===== src/rtl/l2_mem_arbiter_pkg.sv =====
// Shared LC-3b types for the L2 port arbiter: word/line widths and the arbiter state.
package l2_mem_arbiter_pkg;

  typedef logic [15:0]  lc3b_word;
  typedef logic [127:0] lc3b_line;

  typedef enum logic [1:0] {
    IDLE    = 2'd0,
    GRANT_I = 2'd1,
    GRANT_D = 2'd2
  } arb_state_t;

endpackage


===== src/rtl/l2_mem_arbiter_if.sv =====
// L1-side request/response signals and the downstream L2 port, bundled for the arbiter.
// slave = the arbiter itself; master = whatever drives the caches and the L2 model.
interface l2_mem_arbiter_if;
  import l2_mem_arbiter_pkg::*;

  logic     i_read;
  logic     i_write;
  lc3b_word i_address;
  lc3b_line i_wdata;
  logic     i_resp;

  logic     d_read;
  logic     d_write;
  lc3b_word d_address;
  lc3b_line d_wdata;
  logic     d_resp;

  lc3b_line rdata;

  logic     l2_read;
  logic     l2_write;
  lc3b_word l2_address;
  lc3b_line l2_wdata;
  logic     l2_resp;
  lc3b_line l2_rdata;

  modport slave (
    input  i_read, i_write, i_address, i_wdata,
    output i_resp,
    input  d_read, d_write, d_address, d_wdata,
    output d_resp,
    output rdata,
    output l2_read, l2_write, l2_address, l2_wdata,
    input  l2_resp, l2_rdata
  );

  modport master (
    output i_read, i_write, i_address, i_wdata,
    input  i_resp,
    output d_read, d_write, d_address, d_wdata,
    input  d_resp,
    input  rdata,
    input  l2_read, l2_write, l2_address, l2_wdata,
    output l2_resp, l2_rdata
  );

endinterface


===== src/rtl/l2_mem_arbiter.sv =====
// Round-robin arbiter granting the single L2 port to the I- or D-cache, one line transaction at a time.
// One bubble cycle from request to grant; the loser is held off until the winner completes or aborts.
module l2_mem_arbiter
  import l2_mem_arbiter_pkg::*;
(
  input  logic             clk,
  input  logic             reset,
  l2_mem_arbiter_if.slave  bus
);

  arb_state_t state;
  arb_state_t next_state;
  logic       last_d;
  logic       i_req;
  logic       d_req;

  assign i_req     = bus.i_read | bus.i_write;
  assign d_req     = bus.d_read | bus.d_write;
  assign bus.rdata = bus.l2_rdata;

  // State actions: the granted side drives the L2 port directly; a write beats a simultaneous read.
  always_comb begin
    bus.l2_read    = 1'b0;
    bus.l2_write   = 1'b0;
    bus.l2_address = '0;
    bus.l2_wdata   = '0;
    bus.i_resp     = 1'b0;
    bus.d_resp     = 1'b0;
    unique case (state)
      GRANT_I: begin
        bus.l2_write   = bus.i_write;
        bus.l2_read    = bus.i_read & ~bus.i_write;
        bus.l2_address = bus.i_address;
        bus.l2_wdata   = bus.i_wdata;
        bus.i_resp     = bus.l2_resp & i_req;
      end
      GRANT_D: begin
        bus.l2_write   = bus.d_write;
        bus.l2_read    = bus.d_read & ~bus.d_write;
        bus.l2_address = bus.d_address;
        bus.l2_wdata   = bus.d_wdata;
        bus.d_resp     = bus.l2_resp & d_req;
      end
      default: ;
    endcase
  end

  always_comb begin
    next_state = state;
    unique case (state)
      IDLE: begin
        if (i_req && d_req)
          next_state = last_d ? GRANT_I : GRANT_D;
        else if (i_req)
          next_state = GRANT_I;
        else if (d_req)
          next_state = GRANT_D;
      end
      GRANT_I: if (bus.l2_resp || !i_req) next_state = IDLE;
      GRANT_D: if (bus.l2_resp || !d_req) next_state = IDLE;
      default: next_state = IDLE;
    endcase
  end

  // Completion and abort both count as "served" for the round-robin pointer.
  always_ff @(posedge clk or posedge reset) begin
    if (reset) begin
      state  <= IDLE;
      last_d <= 1'b1;
    end else begin
      state <= next_state;
      if (state == GRANT_I && (bus.l2_resp || !i_req))
        last_d <= 1'b0;
      else if (state == GRANT_D && (bus.l2_resp || !d_req))
        last_d <= 1'b1;
    end
  end

endmodule


===== src/flat_wrapper.sv =====
// flat-port wrapper written by rule: the top's interface ports become plain ports
module l2_mem_arbiter_flat import l2_mem_arbiter_pkg::*;
  (clk, reset, bus_i_read, bus_i_write, bus_i_address, bus_i_wdata, bus_i_resp, bus_d_read, bus_d_write, bus_d_address, bus_d_wdata, bus_d_resp, bus_rdata, bus_l2_read, bus_l2_write, bus_l2_address, bus_l2_wdata, bus_l2_resp, bus_l2_rdata);
  l2_mem_arbiter_if bus_i ();
  input  logic clk;
  input  logic reset;
  input wire logic [$bits(bus_i.i_read)-1:0] bus_i_read;
  input wire logic [$bits(bus_i.i_write)-1:0] bus_i_write;
  input wire logic [$bits(bus_i.i_address)-1:0] bus_i_address;
  input wire logic [$bits(bus_i.i_wdata)-1:0] bus_i_wdata;
  output wire logic [$bits(bus_i.i_resp)-1:0] bus_i_resp;
  input wire logic [$bits(bus_i.d_read)-1:0] bus_d_read;
  input wire logic [$bits(bus_i.d_write)-1:0] bus_d_write;
  input wire logic [$bits(bus_i.d_address)-1:0] bus_d_address;
  input wire logic [$bits(bus_i.d_wdata)-1:0] bus_d_wdata;
  output wire logic [$bits(bus_i.d_resp)-1:0] bus_d_resp;
  output wire logic [$bits(bus_i.rdata)-1:0] bus_rdata;
  output wire logic [$bits(bus_i.l2_read)-1:0] bus_l2_read;
  output wire logic [$bits(bus_i.l2_write)-1:0] bus_l2_write;
  output wire logic [$bits(bus_i.l2_address)-1:0] bus_l2_address;
  output wire logic [$bits(bus_i.l2_wdata)-1:0] bus_l2_wdata;
  input wire logic [$bits(bus_i.l2_resp)-1:0] bus_l2_resp;
  input wire logic [$bits(bus_i.l2_rdata)-1:0] bus_l2_rdata;
  assign bus_i.i_read = bus_i_read;
  assign bus_i.i_write = bus_i_write;
  assign bus_i.i_address = bus_i_address;
  assign bus_i.i_wdata = bus_i_wdata;
  assign bus_i_resp = bus_i.i_resp;
  assign bus_i.d_read = bus_d_read;
  assign bus_i.d_write = bus_d_write;
  assign bus_i.d_address = bus_d_address;
  assign bus_i.d_wdata = bus_d_wdata;
  assign bus_d_resp = bus_i.d_resp;
  assign bus_rdata = bus_i.rdata;
  assign bus_l2_read = bus_i.l2_read;
  assign bus_l2_write = bus_i.l2_write;
  assign bus_l2_address = bus_i.l2_address;
  assign bus_l2_wdata = bus_i.l2_wdata;
  assign bus_i.l2_resp = bus_l2_resp;
  assign bus_i.l2_rdata = bus_l2_rdata;
  l2_mem_arbiter u_core (.clk(clk), .reset(reset), .bus(bus_i));
endmodule

===== config.mk =====
export PLATFORM = sky130hd
export DESIGN_NAME = l2_mem_arbiter_flat
export DESIGN_NICKNAME = d
export VERILOG_FILES = /design/src/rtl/l2_mem_arbiter_pkg.sv /design/src/rtl/l2_mem_arbiter_if.sv /design/src/rtl/l2_mem_arbiter.sv /design/src/flat_wrapper.sv
export SDC_FILE = /design/constraint.sdc
export NUM_CORES = 1
export LEC_CHECK = 0
export BUFFER_PORTS_ARGS = -buffer_cell sky130_fd_sc_hd__buf_2
export CORE_AREA = 2 2 268 270
export DETAILED_ROUTE_END_ITERATION = 10
export DIE_AREA = 0 0 270 272
export PLACE_DENSITY = 0.32
export SLEW_MARGIN = 25
export SYNTH_ARGS = -nofsm -noshare
export SYNTH_HDL_FRONTEND = slang
export SYNTH_SLANG_ARGS = --single-unit

===== constraint.sdc =====
create_clock -name clk -period 1.7 [get_ports clk]
set_input_delay 0.085 -clock clk [delete_from_list [all_inputs] [get_ports clk]]
set_output_delay 0.085 -clock clk [all_outputs]
set_load 0.05 [all_outputs]

==> flow_metrics.env <==
export IMPL_finalSetupTns_ns=-19.24
export IMPL_setup_viol=147
export IMPL_cts_sinks=3
export IMPL_multiInputGateArea_um2=3030
export IMPL_vias_per_cell=2.96
export IMPL_antenna_left=0
export IMPL_drc_errors=0
export IMPL_grt_max_degree=74
export IMPL_timing_rr_start="u_core.state[0]"
export IMPL_hold_violations=0
export IMPL_synth_cell_types=23
export IMPL_worstPathArrival_ns=1.83
export IMPL_seqCellArea_um2=76.3
export IMPL_whs_path_depth=0
export IMPL_critical_path_required_ns=1.62
export IMPL_synth_area_per_cell_um2=6.98
export IMPL_dp_slack_ns=-0.0784
export IMPL_rows=98
export IMPL_report_final_slew_viol_count=0
export IMPL_die_height_um=272
export IMPL_grt_pass1_vias=5316
export IMPL_io_buffers=442
export IMPL_period_needed_ns=1.91
export IMPL_start_util=0.0491
export IMPL_p_int_mw=7.82
export IMPL_yosysWarnings=0
export IMPL_status="complete, but fails checks"
export IMPL_r2r_cells=7
export IMPL_cts_tree="built"
export IMPL_cts_root_buf="clkbuf_16"
export IMPL_clk_latency_ns=0.22
export IMPL_rsz0062_at_grt="true"
export IMPL_pwr_share_seq=0.009
export IMPL_htreeDepth=1
export IMPL_path_cells="buf_4 -> ha_4 -> buf_4 -> clkbuf_16 -> a22oi_2 -> nor2b_2 -> buf_12"
export IMPL_switching_power_mw=8.97
export IMPL_fin_nets=1273
export IMPL_drtIter0Drc=139
export IMPL_grt_antenna_before_repair=6
export IMPL_fin_worst_skew_ns=0.000645
export IMPL_num_antenna_cells=0
export IMPL_cp_slowest_stage_delay_ns=0.37
export IMPL_cts_buffer_depth=2
export IMPL_dieArea_um2=73400
export IMPL_synth_seq_cells=3
export IMPL_cap_violations=0
export IMPL_worstSetupStartpoint="u_core.state[0]"
export IMPL_grt_pass1_wl_um=35100
export IMPL_worstPathMaxFanout=8
export IMPL_fillers=8105
export IMPL_p_sw_frac=0.534
export IMPL_hp_start="bus_l2_rdata[102]"
export IMPL_worstMarginPinSlew_ns=0.332
export IMPL_die_w_um=270
export IMPL_power_density_nw_per_um2=1910
export IMPL_pwr_share_comb=0.969
export IMPL_fmax_mhz=523
export IMPL_routed_wl_um=30600
export IMPL_cts_inserted_buffers=3
export IMPL_crit_cells=7
export IMPL_power_leakage_nw=3.49
export IMPL_area_delta_synth_final_pct=153
export IMPL_final_layout_size_suffix_gt1_frac=0.875
export IMPL_crit_slowest_cell="dfrtp_1"
export IMPL_ios=699
export IMPL_gr_usage_all_layers=0.0646
export IMPL_num_vias=5324
export IMPL_synth_cells=498
export IMPL_ir_drop_uv=789
export IMPL_end_kind="primary output"
export IMPL_seq_area_frac_synth=0.0220
export IMPL_min_period_over_period=1.13
export IMPL_grt_overflow=0
export IMPL_syn_nets=924
export IMPL_hold_path_class="in -> out"
export IMPL_fin_ws_ns=-0.213
export IMPL_cts_reportedPaths_clkPinSlew_ns=0.03
export IMPL_gp_congestion=0.963
export IMPL_startpoint_type="flop"
export IMPL_routedWlPerCell_um=17.0
export IMPL_hpwl_um=21600
export IMPL_violations="negative setup slack"
export IMPL_syn_area_um2=3480
export IMPL_slew_headroom=0.779
export IMPL_path_delay_family="buffers and inverters"
export IMPL_drtPass1Iterations=4
export IMPL_crit_type="reg -> out"
export IMPL_cp_buffers_inverters=4
export IMPL_core_um2=70800
export IMPL_pwr_share_clk=0.022
export IMPL_crit_top_cell="buf_4"
[synthesized netlist by cell type, drive strengths merged]
library cell | number | area share
o22ai | 2 | 0.0036
clkbuf | 15 | 0.017
o21a | 2 | 0.0043
o21ai | 3 | 0.0043
dfstp | 1 | 0.0076
inv | 4 | 0.0043
a22oi | 145 | 0.31
a31oi | 1 | 0.0036
mux2i | 2 | 0.0058
o221ai | 1 | 0.0025
dfrtp | 2 | 0.014
nand2 | 3 | 0.0032
and2 | 1 | 0.0018
nor2b | 145 | 0.26
ha | 3 | 0.011
buf | 162 | 0.33
nor2 | 5 | 0.0076
nand2b | 1 | 0.0018
[final cells by class]
class                           instances  share of cell area
Clock buffer                            4             0.00895
Tap cell                              950               0.135
Multi-Input combinational cell        314               0.344
Inverter                                4             0.00170
Sequential cell                         3             0.00867
Timing Repair Buffer                  521               0.501
[repair_timing]
action,4_1_cts,5_1_grt
hold endpoints to repair,3,0
buffers inserted,4,12
endpoints found under the setup margin,147,149
pin swaps,3,12
gates cloned,3,17
resized for setup,240,164
hold buffers,1,0
[flip-flops by register name, summed over array words and instances (netlist names)]
register       cells
u_core.last_d      1
u_core.state       2
[worst register-to-register path, stage by stage (launching register included)]
cell and delay, ns:
dfrtp_1 0.37, buf_4 0.15, ha_4 0.20, buf_12 0.16, o21ai_1 0.12, o22ai_1 0.12
a31oi_2 0.22, mux2i_1 0.23
[power groups by stage]
stage               clock network, mW  logic (mW)  registers (mW)
finish                          0.374        16.3           0.143
global route                    0.386        17.0           0.150
CTS                             0.379        13.1           0.143
detailed placement                  0        11.3           0.138
global placement                    0        11.3           0.139
floorplan                           0        8.85           0.129
[metrics by stage]
stage | hold slack (ns) | utilization | power (mW) | instance area (µm²) | cells
detailed placement | -0.0284 | 0.0939 | 11.4 | 6640 | 1755
global placement | -0.0314 | 0.0939 | 11.5 | 6640 | 1755
global route | 0.170 | 0.124 | 17.5 | 8810 | 1796
CTS | 0.170 | 0.108 | 13.6 | 7630 | 1767
floorplan | -0.162 | - | 8.98 | 3830 | 498
finish | 0.170 | 0.124 | 16.8 | 8810 | 1796
[metal layers]
metal	vias to the layer above	wire length, µm	GRT usage
met5	-	52	0
met4	8	3150	0.0459
li1	2333	-	-
met2	497	16200	0.134
met3	93	3130	0.0248
met1	2393	8080	0.0463
[kinds of logic (layout without fill, tap and decap cells)]
| family | count (synthesis) | count (layout) | synth area share |
|---|---|---|---|
| buf+inv | 181 | 529 | 0.355 |
| simple gates | 155 | 155 | 0.275 |
| compound gates | 154 | 154 | 0.332 |
| fa+ha+maj | 3 | 3 | 0.0108 |
| flops | 3 | 3 | 0.0220 |
| mux | 2 | 2 | 0.00576 |
[cells in the final DEF (no fill, tap or decap)]
cell,n
a22oi_1,77
a22oi_2,68
a31oi_2,1
and2_1,1
buf_12,27
buf_16,6
buf_2,294
buf_4,32
buf_6,139
buf_8,11
clkbuf_1,1
clkbuf_16,13
clkbuf_4,1
dfrtp_1,2
dfstp_2,1
dlygate4sd3_1,1
ha_4,3
inv_1,2
inv_2,2
mux2i_1,2
nand2_1,3
nand2b_1,1
nor2_1,3
nor2_2,1
nor2_4,1
nor2b_1,5
nor2b_2,113
nor2b_4,27
o21a_1,2
o21ai_0,2
o21ai_1,1
o221ai_1,1
o22ai_1,2
[final timing paths]
check	slack (ns)	endpoint
worst max register to register	0.04	u_core.state[0]
worst min-delay path	0.17	bus_rdata[102]
max in group asynchronous	1.20	u_core.last_d
worst min register to register	0.55	u_core.last_d
min in group asynchronous	0.28	u_core.state[0]
worst max-delay path	-0.21	bus_l2_wdata[64]
Note: power is estimated with default switching activity, not from simulation.
